--- src/rtl/paddle_pkg.sv ---
// Shared definitions for the paddle controller: state/direction encodings,
// default geometry and timing constants, and the speed-to-step table.
package paddle_pkg;

  localparam int SCREEN_W_DEF = 640;
  localparam int PAD_W_DEF    = 64;
  localparam int X_INIT_DEF   = 288;
  localparam int TICK_DIV_DEF = 250000;
  localparam int REP_DLY_DEF  = 20;

  typedef enum logic [1:0] {
    ST_IDLE   = 2'd0,
    ST_FIRST  = 2'd1,
    ST_DELAY  = 2'd2,
    ST_REPEAT = 2'd3
  } state_t;

  typedef enum logic [1:0] {
    DIR_NONE = 2'd0,
    DIR_L    = 2'd1,
    DIR_R    = 2'd2
  } dir_t;

  // Speed 0 never reaches the latch, so it shares the slowest step.
  function automatic logic [10:0] step_px(input logic [1:0] spd);
    logic [10:0] px;
    case (spd)
      2'd2:    px = 11'd4;
      2'd3:    px = 11'd8;
      default: px = 11'd2;
    endcase
    return px;
  endfunction

endpackage

--- src/rtl/tick_gen.sv ---
// Free-running prescaler: one-cycle registered tick every DIV clocks,
// first tick DIV cycles after reset release; no backpressure.
module tick_gen
  import paddle_pkg::*;
#(
  parameter int DIV = TICK_DIV_DEF
) (
  input  logic clk25,
  input  logic clr,
  output logic tick
);

  localparam int            CW   = (DIV > 1) ? $clog2(DIV) : 1;
  localparam logic [CW-1:0] LAST = CW'(DIV - 1);

  logic [CW-1:0] r_cnt;
  logic          r_tick;
  logic          w_wrap;

  assign w_wrap = (r_cnt == LAST);

  always_ff @(posedge clk25 or negedge clr) begin
    if (!clr) begin
      r_cnt  <= '0;
      r_tick <= 1'b0;
    end else begin
      r_tick <= w_wrap;
      r_cnt  <= w_wrap ? '0 : r_cnt + CW'(1);
    end
  end

  assign tick = r_tick;

endmodule

--- src/rtl/paddle_ctrl.sv ---
// Keyboard paddle mover: immediate first step, hold-off delay, then tick-paced
// auto-repeat with clamped position; all outputs registered, one cycle after the step decision.
module paddle_ctrl
  import paddle_pkg::*;
#(
  parameter int SCREEN_W = SCREEN_W_DEF,
  parameter int PAD_W    = PAD_W_DEF,
  parameter int X_INIT   = X_INIT_DEF,
  parameter int TICK_DIV = TICK_DIV_DEF,
  parameter int REP_DLY  = REP_DLY_DEF
) (
  input  logic       clk25,
  input  logic       clr,
  input  logic       left,
  input  logic       right,
  input  logic [1:0] mode,
  output logic [9:0] paddle_x,
  output logic [1:0] speed,
  output logic       moving,
  output logic       edge_l,
  output logic       edge_r
);

  localparam logic [10:0] X_MAX   = 11'(SCREEN_W - PAD_W);
  localparam int          DW      = (REP_DLY > 0) ? $clog2(REP_DLY + 1) : 1;
  localparam logic [DW-1:0] DLY_END = DW'(REP_DLY);

  logic          w_tick;
  dir_t          w_dir;
  dir_t          r_dir;
  dir_t          w_dir_nxt;
  state_t        r_state;
  state_t        w_state_nxt;
  logic [DW-1:0] r_dly;
  logic [DW-1:0] w_dly_nxt;
  logic [DW-1:0] w_dly_inc;
  logic          w_step;

  logic [9:0]    r_x;
  logic [1:0]    r_speed;
  logic          r_moving;
  logic          r_edge_l;
  logic          r_edge_r;
  logic [10:0]   w_x11;
  logic [10:0]   w_step_px;
  logic [10:0]   w_x_step;
  logic [10:0]   w_x_nxt;

  tick_gen #(
    .DIV (TICK_DIV)
  ) u_tick_gen (
    .clk25 (clk25),
    .clr   (clr),
    .tick  (w_tick)
  );

  // Both keys held cancel each other out.
  always_comb begin
    w_dir = DIR_NONE;
    if (left && !right) begin
      w_dir = DIR_L;
    end else if (right && !left) begin
      w_dir = DIR_R;
    end
  end

  assign w_dly_inc = r_dly + DW'(1);

  // r_dir is latched on entry to FIRST so a one-cycle key tap still steps.
  always_comb begin
    w_state_nxt = r_state;
    w_dir_nxt   = r_dir;
    w_dly_nxt   = r_dly;
    w_step      = 1'b0;
    case (r_state)
      ST_IDLE: begin
        if (w_dir != DIR_NONE) begin
          w_state_nxt = ST_FIRST;
          w_dir_nxt   = w_dir;
        end
      end
      ST_FIRST: begin
        w_step      = 1'b1;
        w_state_nxt = ST_DELAY;
        w_dly_nxt   = '0;
      end
      ST_DELAY, ST_REPEAT: begin
        if (w_dir == DIR_NONE) begin
          w_state_nxt = ST_IDLE;
        end else if (w_dir != r_dir) begin
          w_state_nxt = ST_FIRST;
          w_dir_nxt   = w_dir;
        end else if (w_tick) begin
          if (r_state == ST_DELAY) begin
            w_dly_nxt = w_dly_inc;
            if (w_dly_inc == DLY_END) begin
              w_state_nxt = ST_REPEAT;
            end
          end else begin
            w_step = 1'b1;
          end
        end
      end
      default: begin
        w_state_nxt = ST_IDLE;
        w_dir_nxt   = DIR_NONE;
      end
    endcase
  end

  always_ff @(posedge clk25 or negedge clr) begin
    if (!clr) begin
      r_state <= ST_IDLE;
      r_dir   <= DIR_NONE;
      r_dly   <= '0;
    end else begin
      r_state <= w_state_nxt;
      r_dir   <= w_dir_nxt;
      r_dly   <= w_dly_nxt;
    end
  end

  // 11-bit arithmetic so the right-hand clamp sees the true sum.
  assign w_x11     = {1'b0, r_x};
  assign w_step_px = step_px(r_speed);

  always_comb begin
    w_x_step = w_x11;
    if (r_dir == DIR_L) begin
      w_x_step = (w_x11 < w_step_px) ? 11'd0 : (w_x11 - w_step_px);
    end else if (r_dir == DIR_R) begin
      w_x_step = ((w_x11 + w_step_px) > X_MAX) ? X_MAX : (w_x11 + w_step_px);
    end
  end

  assign w_x_nxt = w_step ? w_x_step : w_x11;

  always_ff @(posedge clk25 or negedge clr) begin
    if (!clr) begin
      r_x      <= 10'(X_INIT);
      r_speed  <= 2'd1;
      r_moving <= 1'b0;
      r_edge_l <= 1'b0;
      r_edge_r <= 1'b0;
    end else begin
      r_x      <= w_x_nxt[9:0];
      r_moving <= (w_state_nxt != ST_IDLE);
      r_edge_l <= (w_x_nxt == 11'd0);
      r_edge_r <= (w_x_nxt == X_MAX);
      if (mode != 2'd0) begin
        r_speed <= mode;
      end
    end
  end

  assign paddle_x = r_x;
  assign speed    = r_speed;
  assign moving   = r_moving;
  assign edge_l   = r_edge_l;
  assign edge_r   = r_edge_r;

endmodule

--- config.mk ---
export PLATFORM = sky130hd
export DESIGN_NAME = paddle_ctrl
export DESIGN_NICKNAME = d
export VERILOG_FILES = /design/src/rtl/paddle_pkg.sv /design/src/rtl/tick_gen.sv /design/src/rtl/paddle_ctrl.sv
export SDC_FILE = /design/constraint.sdc
export NUM_CORES = 1
export LEC_CHECK = 0
export CAP_MARGIN = 20
export CORE_UTILIZATION = 59
export DETAILED_ROUTE_END_ITERATION = 12
export PLACE_DENSITY = 0.91
export SETUP_SLACK_MARGIN = 0.05
export SYNTH_ARGS = -nofsm -noshare
export SYNTH_HDL_FRONTEND = slang
export SYNTH_HIERARCHICAL = 1
export SYNTH_SLANG_ARGS = --single-unit
--- constraint.sdc ---
create_clock -name clk25 -period 3.5 [get_ports clk25]
set_clock_uncertainty 0.05 [all_clocks]
set_input_delay 1.05 -clock clk25 [delete_from_list [all_inputs] [get_ports clk25]]
set_output_delay 1.05 -clock clk25 [all_outputs]
set_load 0.03 [all_outputs]
==> impl_metrics.py, run 1 <==
metrics = {
    "status": {
        "status": "completed",
    },
    "min_path": {
        "hp-class": "reg2reg",
    },
    "logic_synthesis": {
        "async_flop_share": 1.00,
        "synth_area_um2": 3020,
        "ys_seq_area_frac": 0.357,
        "synth_cell_type_count": 68,
        "synth-main-ff-cell": "dfrtp_1",
        "synthCells": 337,
        "synth_warnings": 6,
        "synth_edf_count": 0,
        "ys_seq_elements": 43,
        "synth_fp_nets": 359,
        "avgSynthCellArea_um2": 8.97,
    },
    "grt": {
        "grt_max_degree": 44,
        "grt_pass1_wl_um": 11600,
        "grt_antenna_before_repair": 0,
        "grt.overflow.total": 0,
        "grtUsageTotal": 0.286,
        "grt_pass1_vias": 2544,
    },
    "final_layout": {
        "final_nets": 408,
        "num_antenna_cells": 0,
        "drive_gt1_frac": 0.214,
        "fillers": 348,
        "area_delta_synth_final_pct": 24.5,
        "fin_area_um2": 3770,
        "utilization": 0.782,
    },
    "floorplan": {
        "ios": 21,
        "die_x_um": 73.6,
        "die_y_um": 73.6,
        "rows": 25,
        "start_util": 0.628,
        "die_area_um2": 5420,
        "core-area_um2": 4820,
    },
    "route": {
        "initialDrtViolationCount": 360,
        "wl_per_cell_um": 17.2,
        "dr.pass1.iters": 6,
        "viasPerCell": 6.37,
        "num_vias": 2893,
        "postRouteWirelength_um": 7800,
        "drtAntennaViolNets": 0,
        "drc": 0,
    },
    "worst_setup_path": {
        "reg2reg_from": "speed[0]",
        "startpoint": "speed[0]",
        "rr_endpoint": "edge_l",
        "crit_type": "reg2reg",
        "crit_path_start_kind": "register",
        "cp_max_fo": 9,
        "reg2reg_slack_ps": 200,
        "cp.arrival_ps": 3480,
        "worst_ep_required_time_ps": 3680,
        "crit_path_end": "edge_l",
        "endpoint_kind": "register",
        "reg2reg_depth": 12,
    },
    "power_and_ir_drop": {
        "ir_worst_vdd_uv": 654,
        "power.leakage_nw": 1.64,
        "p_per_area_nw_per_um2": 758,
    },
    "sta": {
        "maxSlewViolCount": 0,
        "worst_pin_slew_ps": 967,
        "max_slew_margin": 0.355,
        "hold_viol_final": 0,
        "rsz0062_at_grt": "no",
        "fin_crit_sh": 0.943,
        "min_period_ps": 3300,
        "finalSetupViolCount": 0,
        "max_freq_ghz": 0.303,
    },
    "placement": {
        "placed_cell_area_um2": 3470,
        "post-dp-hpwl_um": 5450,
        "gp_congestion": 0.980,
        "port_buffers": 20,
    },
    "clocking": {
        "clkTransAtPathRegs_ps": 90,
        "cts.sinks": 43,
        "cts_hold_buf": 0,
        "clk_path_buf_depth": 2,
        "cts_inserted_buffers": 5,
        "clockRootBuffer": "clkbuf_8",
        "cts_max_level": 2,
        "clk_latency_ps": 310,
        "cts_tree": "yes",
    },
    "job": {
        "drv_cap": 0,
    },
}
[metal layers]
layer,wire length (µm),vias up,track usage
li1,-,1343,-
met4,121,0,0.0897
met1,3350,1405,0.390
met5,0,-,0
met3,617,16,0.0727
met2,3720,129,0.449
[sequential cells by signal (all words and copies together), names as in the netlist]
| name | flops |
|---|---|
| edge_l | 1 |
| edge_r | 1 |
| moving | 1 |
| paddle_x | 10 |
| r_dir | 2 |
| r_dly | 5 |
| r_state | 2 |
| speed | 2 |
| u_tick_gen/r_cnt | 18 |
| u_tick_gen/tick | 1 |
[power breakdown]
part | leakage [nW] | internal (mW) | total, mW | switching (mW)
clock network | 0.0581 | 0.213 | 0.395 | 0.182
registers | 0.551 | 0.586 | 0.730 | 0.145
logic | 1.03 | 0.723 | 1.73 | 1.01
[cell usage after synthesis, drive strengths merged, types with 4 or more instances]
cell type,instances,share of area
dfrtp,40,0.33
nor2,30,0.037
o21ai,24,0.040
nand2,23,0.029
nor3,20,0.040
inv,19,0.024
ha,14,0.058
xnor2,11,0.032
clkbuf,10,0.012
nand3,10,0.017
nor4,10,0.028
xor2,10,0.029
a21oi,9,0.015
nand4,7,0.019
o31ai,7,0.017
and3,6,0.012
or2,6,0.012
nand2b,5,0.010
nor2b,5,0.010
o211ai,5,0.012
and4,4,0.012
[worst min path at each step]
stage / startpoint / end / slack, ps / cells after the start
2_1_floorplan: u_tick_gen/r_cnt[0] / u_tick_gen/r_cnt[0] / 400 / 1
3_5_place_dp: u_tick_gen/r_cnt[0] / u_tick_gen/r_cnt[0] / 430 / 1
3_3_place_gp: u_tick_gen/r_cnt[0] / u_tick_gen/r_cnt[0] / 430 / 1
4_1_cts: u_tick_gen/r_cnt[0] / u_tick_gen/r_cnt[0] / 440 / 1
5_1_grt: u_tick_gen/r_cnt[0] / u_tick_gen/r_cnt[0] / 450 / 1
6_report: u_tick_gen/r_cnt[0] / u_tick_gen/r_cnt[0] / 440 / 1
[repair_timing]
item | 4_1_cts | 5_1_grt
buffers inserted | 0 | 5
gates resized for setup | 4 | 24
pin swaps | 0 | 8
setup endpoints to repair | 1 | 4
gates cloned | 0 | 0
[metrics by stage]
stage / TNS [ps] / std cells / hold WS (ps) / total power [mW] / setup slack, ps
2_1_floorplan: 0 / 337 / 405 / 1.67 / 163
3_3_place_gp: -586 / 441 / 425 / 2.19 / -238
3_5_place_dp: -832 / 441 / 432 / 2.23 / -382
4_1_cts: 0 / 449 / 443 / 2.65 / 50.4
5_1_grt: 0 / 454 / 452 / 3.02 / 61.3
6_report: 0 / 454 / 441 / 2.85 / 200
[final cells by class]
class	instances	area, µm²	area share
flip-flops and latches	43	1080	0.287
multi-input cells	263	1960	0.520
clock inverters	3	43.8	0.0116
inverters	19	71.3	0.0189
repair buffers	54	459	0.122
clock buffers	5	68.8	0.0183
well taps	67	83.8	0.0223
[critical path, stage by stage (launching register included)]
cell and delay (ps):
dfstp_2 530, buf_4 110, nand2_1 70, ha_2 340
nor2b_1 170, a21o_1 280, a311o_1 390, a211o_1 320
buf_4 170, o311a_4 390, nor3_2 150, nand4_1 130
nor3_2 140
[logic make-up after synthesis]
kind of cell / count (synthesis) / share of synthesized area
AO/OA/AOI/OAI: 80 / 0.180
XOR/XNOR: 21 / 0.0608
adder cells (fa/ha/maj): 16 / 0.0712
buffers and inverters: 31 / 0.0389
flip-flops: 43 / 0.357
multiplexers: 3 / 0.0108
AND/OR/NAND/NOR: 143 / 0.281
[cell usage in the layout, fill, tap and decap left out, types with 6 or more instances in the layout]
cell type / n
a21oi_1: 8
and3_1: 6
buf_4: 33
clkdlybuf4s50_1: 17
dfrtp_1: 40
ha_1: 11
inv_1: 18
nand2_1: 22
nand3_1: 10
nand4_1: 6
nor2_1: 29
nor3_1: 14
nor4_1: 7
o21ai_0: 18
o21ai_1: 6
o31ai_1: 6
xnor2_1: 11
xor2_1: 8
Note: power is estimated with default switching activity, not from simulation.
==> run 2: changes to the inputs <==
- ABC_AREA: default -> 0
==> results of run 2 <==
Same layout as run 1: the final DEF is identical, and so are final timing and power.
==> run 3: changes to the inputs <==
- ABC_CLOCK_PERIOD_IN_PS: default -> 3500
==> results of run 3 <==
Same layout as run 1: the final DEF is identical, and so are final timing and power.
